[src/rtl/mem_arbiter_pkg.sv]
// Shared definitions for the byte-serial memory arbiter: FSM states, access size codes,
// default I/O region select and helpers for byte count and load extension.
package mem_arbiter_pkg;

  typedef enum logic [1:0] {
    ST_IDLE  = 2'd0,
    ST_READ  = 2'd1,
    ST_WRITE = 2'd2
  } state_t;

  localparam logic [1:0] SZ_B = 2'd0;
  localparam logic [1:0] SZ_H = 2'd1;
  localparam logic [1:0] SZ_W = 2'd2;

  localparam logic [1:0] IO_SEL_DEF = 2'b11;

  function automatic logic [2:0] size_bytes(input logic [1:0] sz);
    logic [2:0] n;
    case (sz)
      SZ_B:    n = 3'd1;
      SZ_H:    n = 3'd2;
      default: n = 3'd4;
    endcase
    return n;
  endfunction

  function automatic logic [31:0] load_ext(input logic [31:0] d, input logic [1:0] sz,
                                           input logic uns);
    logic [31:0] r;
    case (sz)
      SZ_B:    r = uns ? {24'd0, d[7:0]}  : {{24{d[7]}}, d[7:0]};
      SZ_H:    r = uns ? {16'd0, d[15:0]} : {{16{d[15]}}, d[15:0]};
      default: r = d;
    endcase
    return r;
  endfunction

endpackage

[src/rtl/mem_arb_rr.sv]
// Two-requester round-robin grant (bit0 fetch, bit1 load/store); grant is combinational,
// last_grant updates only on an accepted grant while rdy is high.
module mem_arb_rr (
  input  logic       clk,
  input  logic       rst,
  input  logic       rdy,
  input  logic [1:0] req,
  input  logic       take,
  output logic [1:0] gnt
);

  logic last_grant; // 0: fetch won last, 1: load/store won last

  always_comb begin
    gnt = req;
    if (req == 2'b11) gnt = last_grant ? 2'b01 : 2'b10;
  end

  always_ff @(posedge clk or posedge rst) begin
    if (rst) last_grant <= 1'b0;
    else if (rdy && take) last_grant <= gnt[1];
  end

endmodule

[src/rtl/mem_arbiter.sv]
// Byte-serial RAM/IO controller: fetch done in cycle 6 after grant, loads N+2, stores N+1;
// rdy low freezes everything (mem_wr forced 0). MEM_ARB_PERF_CNT_EN adds done-pulse counters.
module mem_arbiter
  import mem_arbiter_pkg::*;
#(
  parameter int         ADDR_W = 32,
  parameter logic [1:0] IO_SEL = IO_SEL_DEF
) (
  input  logic              clk,
  input  logic              rst,
  input  logic              rdy,
  input  logic [7:0]        mem_din,
  output logic [7:0]        mem_dout,
  output logic [ADDR_W-1:0] mem_a,
  output logic              mem_wr,
  input  logic              io_buffer_full,
  input  logic              flush,
  input  logic              if_req,
  input  logic [ADDR_W-1:0] if_addr,
  output logic              if_done,
  output logic [31:0]       if_data,
  input  logic              ls_req,
  input  logic              ls_store,
  input  logic [1:0]        ls_size,
  input  logic              ls_unsigned,
  input  logic [ADDR_W-1:0] ls_addr,
  input  logic [31:0]       ls_wdata,
  output logic              ls_done,
  output logic [31:0]       ls_rdata
`ifdef MEM_ARB_PERF_CNT_EN
 ,output logic [31:0]       perf_fetch_cnt,
  output logic [31:0]       perf_ls_cnt
`endif
);

  state_t            state;
  logic [2:0]        cnt;
  logic [2:0]        nbytes;
  logic              cur_if;
  logic              cur_uns;
  logic              cur_io;
  logic [1:0]        cur_size;
  logic              wr_q;
  logic [31:0]       wbuf;
  logic [31:0]       rbuf;
  logic [31:0]       assembled;
  logic [1:0]        req;
  logic [1:0]        gnt;
  logic              take;
  logic              ls_io;
  logic              stall_q;
  logic [7:0]        din_hold;
  logic [7:0]        din_eff;
  logic [ADDR_W-1:0] a_inc;

  assign req    = {ls_req & ~ls_done, if_req & ~if_done};
  assign take   = (state == ST_IDLE) && !flush && (|req);
  assign ls_io  = (ls_addr[17:16] == IO_SEL);
  assign mem_wr = wr_q & rdy;
  assign a_inc  = mem_a + {{(ADDR_W-1){1'b0}}, 1'b1};

  mem_arb_rr u_rr (
    .clk  (clk),
    .rst  (rst),
    .rdy  (rdy),
    .req  (req),
    .take (take),
    .gnt  (gnt)
  );

  // The RAM keeps answering during a stall, so mem_din in the first frozen cycle is the byte
  // still owed to the pipeline; later stall cycles already show the next address's data.
  always_ff @(posedge clk or posedge rst) begin
    if (rst) begin
      stall_q  <= 1'b0;
      din_hold <= 8'd0;
    end else if (!rdy) begin
      if (!stall_q) din_hold <= mem_din;
      stall_q <= 1'b1;
    end else begin
      stall_q <= 1'b0;
    end
  end

  assign din_eff = stall_q ? din_hold : mem_din;

  always_comb begin
    assembled = rbuf;
    case (cnt)
      3'd1:    assembled[7:0]   = din_eff;
      3'd2:    assembled[15:8]  = din_eff;
      3'd3:    assembled[23:16] = din_eff;
      default: assembled[31:24] = din_eff;
    endcase
  end

  always_ff @(posedge clk or posedge rst) begin
    if (rst) begin
      state    <= ST_IDLE;
      cnt      <= 3'd0;
      nbytes   <= 3'd0;
      cur_if   <= 1'b0;
      cur_uns  <= 1'b0;
      cur_io   <= 1'b0;
      cur_size <= SZ_B;
      wr_q     <= 1'b0;
      wbuf     <= 32'd0;
      rbuf     <= 32'd0;
      mem_a    <= '0;
      mem_dout <= 8'd0;
      if_done  <= 1'b0;
      if_data  <= 32'd0;
      ls_done  <= 1'b0;
      ls_rdata <= 32'd0;
    end else if (rdy) begin
      if_done <= 1'b0;
      ls_done <= 1'b0;
      case (state)
        ST_IDLE: begin
          if (take) begin
            cnt  <= 3'd0;
            rbuf <= 32'd0;
            if (gnt[0]) begin
              cur_if <= 1'b1;
              nbytes <= 3'd4;
              mem_a  <= if_addr;
              state  <= ST_READ;
            end else if (gnt[1]) begin
              cur_if   <= 1'b0;
              cur_size <= ls_size;
              cur_uns  <= ls_unsigned;
              nbytes   <= size_bytes(ls_size);
              mem_a    <= ls_addr;
              if (ls_store) begin
                state    <= ST_WRITE;
                wbuf     <= ls_wdata;
                mem_dout <= ls_wdata[7:0];
                cur_io   <= ls_io;
                wr_q     <= !(ls_io && io_buffer_full);
              end else begin
                state <= ST_READ;
              end
            end
          end
        end
        ST_READ: begin
          if (flush) begin
            state <= ST_IDLE;
            cnt   <= 3'd0;
            mem_a <= '0;
          end else begin
            if (cnt != 3'd0) rbuf <= assembled;
            if (cnt == nbytes) begin
              state <= ST_IDLE;
              cnt   <= 3'd0;
              if (cur_if) begin
                if_data <= assembled;
                if_done <= 1'b1;
              end else begin
                ls_rdata <= load_ext(assembled, cur_size, cur_uns);
                ls_done  <= 1'b1;
              end
            end else begin
              cnt <= cnt + 3'd1;
              // park the bus on 0 once the last address has been issued
              mem_a <= (cnt + 3'd1 == nbytes) ? '0 : a_inc;
            end
          end
        end
        ST_WRITE: begin
          if (wr_q) begin
            if (cnt + 3'd1 == nbytes) begin
              state   <= ST_IDLE;
              cnt     <= 3'd0;
              wr_q    <= 1'b0;
              ls_done <= 1'b1;
            end else begin
              cnt      <= cnt + 3'd1;
              mem_a    <= a_inc;
              mem_dout <= wbuf[15:8];
              wbuf     <= {8'd0, wbuf[31:8]};
              wr_q     <= !(cur_io && io_buffer_full);
            end
          end else begin
            wr_q <= !(cur_io && io_buffer_full);
          end
        end
        default: state <= ST_IDLE;
      endcase
    end
  end

`ifdef MEM_ARB_PERF_CNT_EN
  always_ff @(posedge clk or posedge rst) begin
    if (rst) begin
      perf_fetch_cnt <= 32'd0;
      perf_ls_cnt    <= 32'd0;
    end else if (rdy) begin
      if (if_done) perf_fetch_cnt <= perf_fetch_cnt + 32'd1;
      if (ls_done) perf_ls_cnt    <= perf_ls_cnt + 32'd1;
    end
  end
`endif

endmodule

[config.mk]
export PLATFORM = sky130hd
export DESIGN_NAME = mem_arbiter
export DESIGN_NICKNAME = d
export VERILOG_FILES = /design/src/rtl/mem_arbiter_pkg.sv /design/src/rtl/mem_arb_rr.sv /design/src/rtl/mem_arbiter.sv
export SDC_FILE = /design/constraint.sdc
export NUM_CORES = 1
export LEC_CHECK = 0
export CAP_MARGIN = 20
export CORE_ASPECT_RATIO = 0.9
export CORE_MARGIN = 10
export CORE_UTILIZATION = 46
export DETAILED_ROUTE_END_ITERATION = 7
export GPL_ROUTABILITY_DRIVEN = 0
export GPL_TIMING_DRIVEN = 0
export PLACE_DENSITY = 0.79
export SLEW_MARGIN = 10
export SYNTH_ARGS = -nofsm -noshare
export SYNTH_HDL_FRONTEND = slang
export SYNTH_SLANG_ARGS = --single-unit
[constraint.sdc]
create_clock -name clk -period 6.5 [get_ports clk]
set_input_delay 1.3 -clock clk [delete_from_list [all_inputs] [get_ports clk]]
set_output_delay 1.3 -clock clk [all_outputs]
set_load 0.1 [all_outputs]
# Word level (Yosys, flattened, before mapping)
# Index checks and enable logic that the tools add are counted.
[op_classes] add_sub_neg=2 n_eq_ne=23 n_mux=75 bitwise_logic=8 n_reduce_logical=29
[op_table] op="32-bit two-way mux" count=19
[op_table] op="32-bit case mux with 2 select lines" count=3
[op_table] op="32-bit case mux with 3 select lines" count=1
[op_table] op="8-bit two-way mux" count=11
[op_table] op="32-bit by 1-bit adder with 32-bit output, second input constant" count=1
[op_table] op="3-bit two-way mux" count=7
[op_table] op="2-bit two-way mux" count=10
[op_table] op="5-bit AND reduction" count=4
[op_table] op="1-bit two-way mux" count=18
[op_table] op="6-bit AND reduction" count=3
[op_table] op="2-bit != test, second input constant" count=8
[op_table] op="8-bit case mux with 2 select lines" count=1
[op_table] op="3-bit != test, second input constant" count=3
[op_table] op="3-bit case mux with 3 select lines" count=1
[op_table] op="4-bit AND reduction" count=2
[op_table] op="8-bit AND reduction" count=1
[op_table] op="7-bit AND reduction" count=1
[op_table] op="2-bit by 1-bit == test with 1-bit output, second input constant" count=3
[op_table] op="2-bit == test, second input constant" count=3
[op_table] op="3-bit by 2-bit == test with 1-bit output, second input constant" count=2
[op_table] op="3-bit == test" count=2
[op_table] op="2-bit logical NOT" count=3
[op_table] op="2-bit case mux with 3 select lines" count=1
[op_table] op="3-bit case mux with 2 select lines" count=1
[op_table] op="other kinds (12)" count=28
[totals] ff_bits=194 input_bits=115 output_inout_bits=107 elab_cells=156

# Depth between registers and ports, before layout
[logic_depth] depth_word=8 mapped_depth=9 ltp_nobuf=7

# Modules after synthesis
# From an unflattened synthesis, not the netlist that was laid out.
[unflattened] cells_unflattened=986 hier_area_um2=9739.3
[by_module_without_submodules] mod="mem_arbiter" instances=1 cells_each=979 area_each_um2=9673.0 seq_area_each_um2=4629.4
[by_module_without_submodules] mod="mem_arb_rr" instances=1 cells_each=7 area_each_um2=66.3 seq_area_each_um2=25.0

# Least setup slack after synthesis
# Ideal clock, no wire load.
[synth_path] kind="input to output" startpoint="in rdy" endpoint="out mem_wr" arrival_time_ns=2.913 t_required_ns=5.200 setup_slack_ns=2.287 stages=4 n_path_buf=2 cell_sequence="inv_2 buf_6 clkbuf_1 nor2_1"
[synth_between] elab_chain_len=1
[synth_rtl] item="start, declared" line_no="mem_arbiter.sv:11" rtl="input logic rdy,"
[synth_rtl] item="1-bit bitwise AND" line_no="mem_arbiter.sv:59" rtl="assign mem_wr = wr_q & rdy;"
[synth_rtl] item="end, declared" line_no="mem_arbiter.sv:15" rtl="output logic mem_wr,"
# No other way between the ends.

# Worst setup path after layout
# Ends and elaborated chain as after synthesis.

==> Flow_metrics.wiki <==
{| class="wikitable"
! Metric !! Value
|-
| Post-synth ARST share || 100%
|-
| P_sw || 3310 uW
|-
| Skew-Pair Late Insertion Delay || ~0.44 ns
|-
| Width of the die || 173 um
|-
| Hold_buf cts || 0
|-
| Combinational fraction of design power || between 50% and 60%
|-
| Number of buffers inserted to repair setup after CTS || 0
|-
| Max incr delay on CP || 1.20 ns
|-
| Remaining global-route overflow || 0
|-
| RSZ-0062 raised after global routing || false
|-
| Max_cap viols || 0
|-
| # DRC || 0
|-
| Met2 Track Usage GR || 33.6%
|-
| Cell seen most often among critical-path stages || sky130_fd_sc_hd__clkdlybuf4s50_1
|-
| Netlist area before placement || 0.00964 mm2
|-
| Min-Delay Startpoint || rbuf[15]
|-
| Tightest Hold Check Type || reg2reg
|-
| Category of the critical setup timing path || in2out
|-
| Met1 Track Usage GR || 28.0%
|-
| Clk network pwr share || 16.7%
|-
| Share of synthesized area occupied by flip-flops and latches || 48.3%
|-
| Hold Fails Final Rpt || 0
|-
| Sequential fraction of design power || 28.2%
|-
| Worst reg-to-reg setup slack || 3.53 ns
|-
| End of the worst register-to-register path || mem_a[24]
|-
| Crit-path max FO || 10
|-
| Num rows || 50
|-
| Met3 Usage GRT || 7.33%
|-
| RR Startpoint || cnt[0]
|-
| Number of unique standard cell types used by synthesis || 69
|-
| Area growth from synthesis to layout || 33.4%
|-
| Worst Path Arrival || 3.74 ns
|-
| Post-detailed-route wirelength per cell || between 15 and 20 um
|-
| Clock buffers created by TritonCTS || 17
|-
| Crit-path leading delay family || buffers and inverters
|-
| Library cell with the highest instance count after synthesis || sky130_fd_sc_hd__dfrtp_1
|-
| Areal power density over the cells || 494 mW/mm2
|-
| Pint || about 3000 uW
|-
| Fraction of layout cells with a size suffix above 1 || 11.2%
|-
| Hold Path Depth || 2
|-
| Max-slew headroom || 29.2%
|-
| Global-route wire length before repair || 47,500 um
|-
| H-tree lvl count || 4
|-
| CTS tree || yes
|-
| Die Y || between 150 and 200 um
|-
| Synth Flop Type || sky130_fd_sc_hd__dfrtp_1
|-
| Post-Synthesis Cells || 964
|-
| Number of I/O pins || 222
|-
| Critical path capture point type || primary output
|-
| Largest net degree at the start of global routing || 107
|-
| Synthesis Warnings || 0
|-
| Setup-violating endpoint count in the final report || 0
|-
| Overall track demand over capacity in global routing || a little over a fifth
|-
| Worst hold path endpoint || rbuf[15]
|-
| Final critical delay including setup and external delays || slightly above 5 ns
|-
| Drt initial violations || 862
|-
| Cell type of the slowest stage on the worst timing path || sky130_fd_sc_hd__clkdlybuf4s50_1
|-
| Required time at the worst-slack endpoint || 5.20 ns
|-
| Global route hottest layer || met2
|-
| Worst hold margin || 0.484 ns
|-
| Number of antenna diodes || 0
|-
| Total of fill cells in the finished design || 1,687
|-
| Buffers plus inverters on the worst setup path || 5
|-
| Switching Share || 52.0%
|-
| Number of resized instances in the post-cts repair step || 0
|-
| Total core area || approximately 0.021 mm2
|-
| Clock Root Buffer || sky130_fd_sc_hd__clkbuf_16
|-
| Detailed-router iteration count before antenna repair || 5
|-
| Total via count in the routed design || 8,701
|-
| Cell chain of the critical path || clkdlybuf4s50_1 -> inv_2 -> buf_6 -> clkbuf_1 -> nor2_1 -> clkdlybuf4s50_1
|-
| Cell type with the largest total area after synthesis || sky130_fd_sc_hd__dfrtp_1
|-
| Fin crit share || 77.6%
|-
| Biggest area contributors in the synthesized netlist || sky130_fd_sc_hd__dfrtp_1 48%, sky130_fd_sc_hd__mux2i_1 7.0%, sky130_fd_sc_hd__mux2_2 5.6%, sky130_fd_sc_hd__nand2_1 4.4%, sky130_fd_sc_hd__a21oi_1 3.3%
|-
| Input/output buffers || approximately 220
|-
| Post-layout net count || about 1,300
|-
| Actual slew at the worst max-slew pin || 1.06 ns
|-
| Top achievable clock speed || 198 MHz
|-
| Vias per cell || a little under 6
|-
| Maximum VDD drop || around 0.34 mV
|-
| Portion of synthesized cell area occupied by the leading cell type || 48.3%
|-
| Most used standard cells in the synthesized netlist || 186 x sky130_fd_sc_hd__dfrtp_1, 112 x sky130_fd_sc_hd__nand2_1, 67 x sky130_fd_sc_hd__mux2i_1
|-
| Number of global-route vias before repair || 8,474
|-
| Overall power of the completed layout || 6360 uW
|-
| Clock tree skew after final layout || roughly 0.014 ns
|-
| Avg Cell Area, Syn || 10.0 um2
|-
| Clk sink count || 186
|-
| Number of synthesized register bits || 186
|-
| Number of cells traversed by the worst register-to-register path || 8
|-
| Clk pin slew, worst setup/hold paths || 0.07 ns
|-
| Max Slew Vio Count || 0
|-
| Die footprint || 0.0272 mm2
|-
| Startpoint types || input pin
|-
| Initial core utilization || 46.6%
|-
| P_leak || about 0.0054 uW
|-
| Detail Route Antenna Nets || 0
|-
| Final wirelength || 29,900 um
|-
| Detailed-placement wirelength estimate || ~22,000 um
|-
| Maximum clock insertion buffer count || 2
|-
| Run status || complete, no violations
|-
| Synthesized net count || 1,089
|-
| Post-synth EDFFs || 0
|-
| Antenna violations before repair || 0
|}
-- flip-flops by register name, summed over array words and instances, names as in the netlist, 2 cells and up --
name	count
cnt	3
ls_rdata	32
cur_size	2
rbuf	32
if_data	32
state	2
wbuf	25
mem_dout	7
mem_a	32
din_hold	8
nbytes	3
-- per-stage QoR --
stage          cell area, um2  setup WS [ns]  std cells  setup TNS (ns)  utilization, %
6_report                12900           1.46       1504               0            62.1
5_1_grt                 12900           1.34       1504               0            62.1
4_1_cts                 12900           1.46       1504               0            62.1
3_5_place_dp            12200           1.46       1472               0            59.1
3_3_place_gp            12200          -2.42       1471         -446.46            59.0
2_1_floorplan            9640          0.143        964               0               -
-- cell families after synthesis --
logic type	synth area share (%)
adder cells (fa/ha/maj)	1.30
XOR/XNOR	0.545
AND/OR/NAND/NOR	13.1
multiplexers	12.6
buffers and inverters	5.37
flip-flops	48.3
AO/OA/AOI/OAI	18.8
-- layout by cell type, fill, tap and decap left out, drive strengths merged, types with 8 or more instances in the layout --
cell type / Yosys / layout
a22o: 26 / 26
nor2: 67 / 67
nand3: 22 / 22
dfrtp: 186 / 186
buf: 40 / 41
a21oi: 65 / 65
clkbuf: 37 / 55
inv: 35 / 39
o22a: 8 / 8
o21a: 9 / 9
o21ai: 55 / 55
nor3: 9 / 9
ha: 10 / 10
mux2i: 67 / 67
o22ai: 14 / 14
clkinv: 0 / 8
o32ai: 10 / 10
nor4: 10 / 10
mux2: 48 / 48
or3: 9 / 9
clkdlybuf4s50: 0 / 221
o2bb2ai: 13 / 13
o211ai: 18 / 18
nand2: 112 / 112
-- how the worst max path moves through the flow --
stage                to  cells after the start  slack [ns]  from
6_report         mem_wr                      6        1.46   rdy
3_3_place_gp   mem_a[4]                      2       -2.42   rst
4_1_cts          mem_wr                      6        1.46   rdy
2_1_floorplan    cnt[0]                      1        0.14   rst
5_1_grt          mem_wr                      6        1.34   rdy
3_5_place_dp     mem_wr                      6        1.46   rdy
-- power groups by stage --
| stage | combinational [uW] | clock [uW] | sequential (uW) |
|---|---|---|---|
| floorplan | 1340 | 0 | 3020 |
| global placement | 3440 | 0 | 1790 |
| detailed placement | 3480 | 0 | 1800 |
| CTS | 3490 | 1070 | 1790 |
| global route | 3680 | 1120 | 1840 |
| finish | 3500 | 1060 | 1790 |
-- per-layer routing --
metal | share of wire [%] | vias up | wire (um)
met1 | 42 | 4220 | 12600
met2 | 45 | 449 | 13600
met4 | 2.2 | 0 | 667
met5 | 0 | - | 0
li1 | - | 3978 | -
met3 | 10 | 54 | 3050
-- worst reg2reg max path, delay by kind of cell (launching register included) --
kind / cells / cell delay (ns)
AOI/OAI and AO/OA: 2 / 0.45
adders and majority gates: 2 / 0.54
and+or+nand+nor: 2 / 0.88
buffers and inverters: 1 / 0.34
DFF: 1 / 0.44
xor gates and xnor gates: 1 / 0.17
-- cell type report --
cell class                      count  area [um2]  share of cell area (%)
Buffer                             77         387                    3.01
Clock buffer                       18         429                    3.34
Clock inverter                     14         183                    1.42
Inverter                           35         139                    1.08
Multi-Input combinational cell    666        4470                    34.8
Sequential cell                   186        4650                    36.2
Tap cell                          286         358                    2.78
Timing Repair Buffer              222        2240                    17.4
Power figures use the tool's default switching activity.
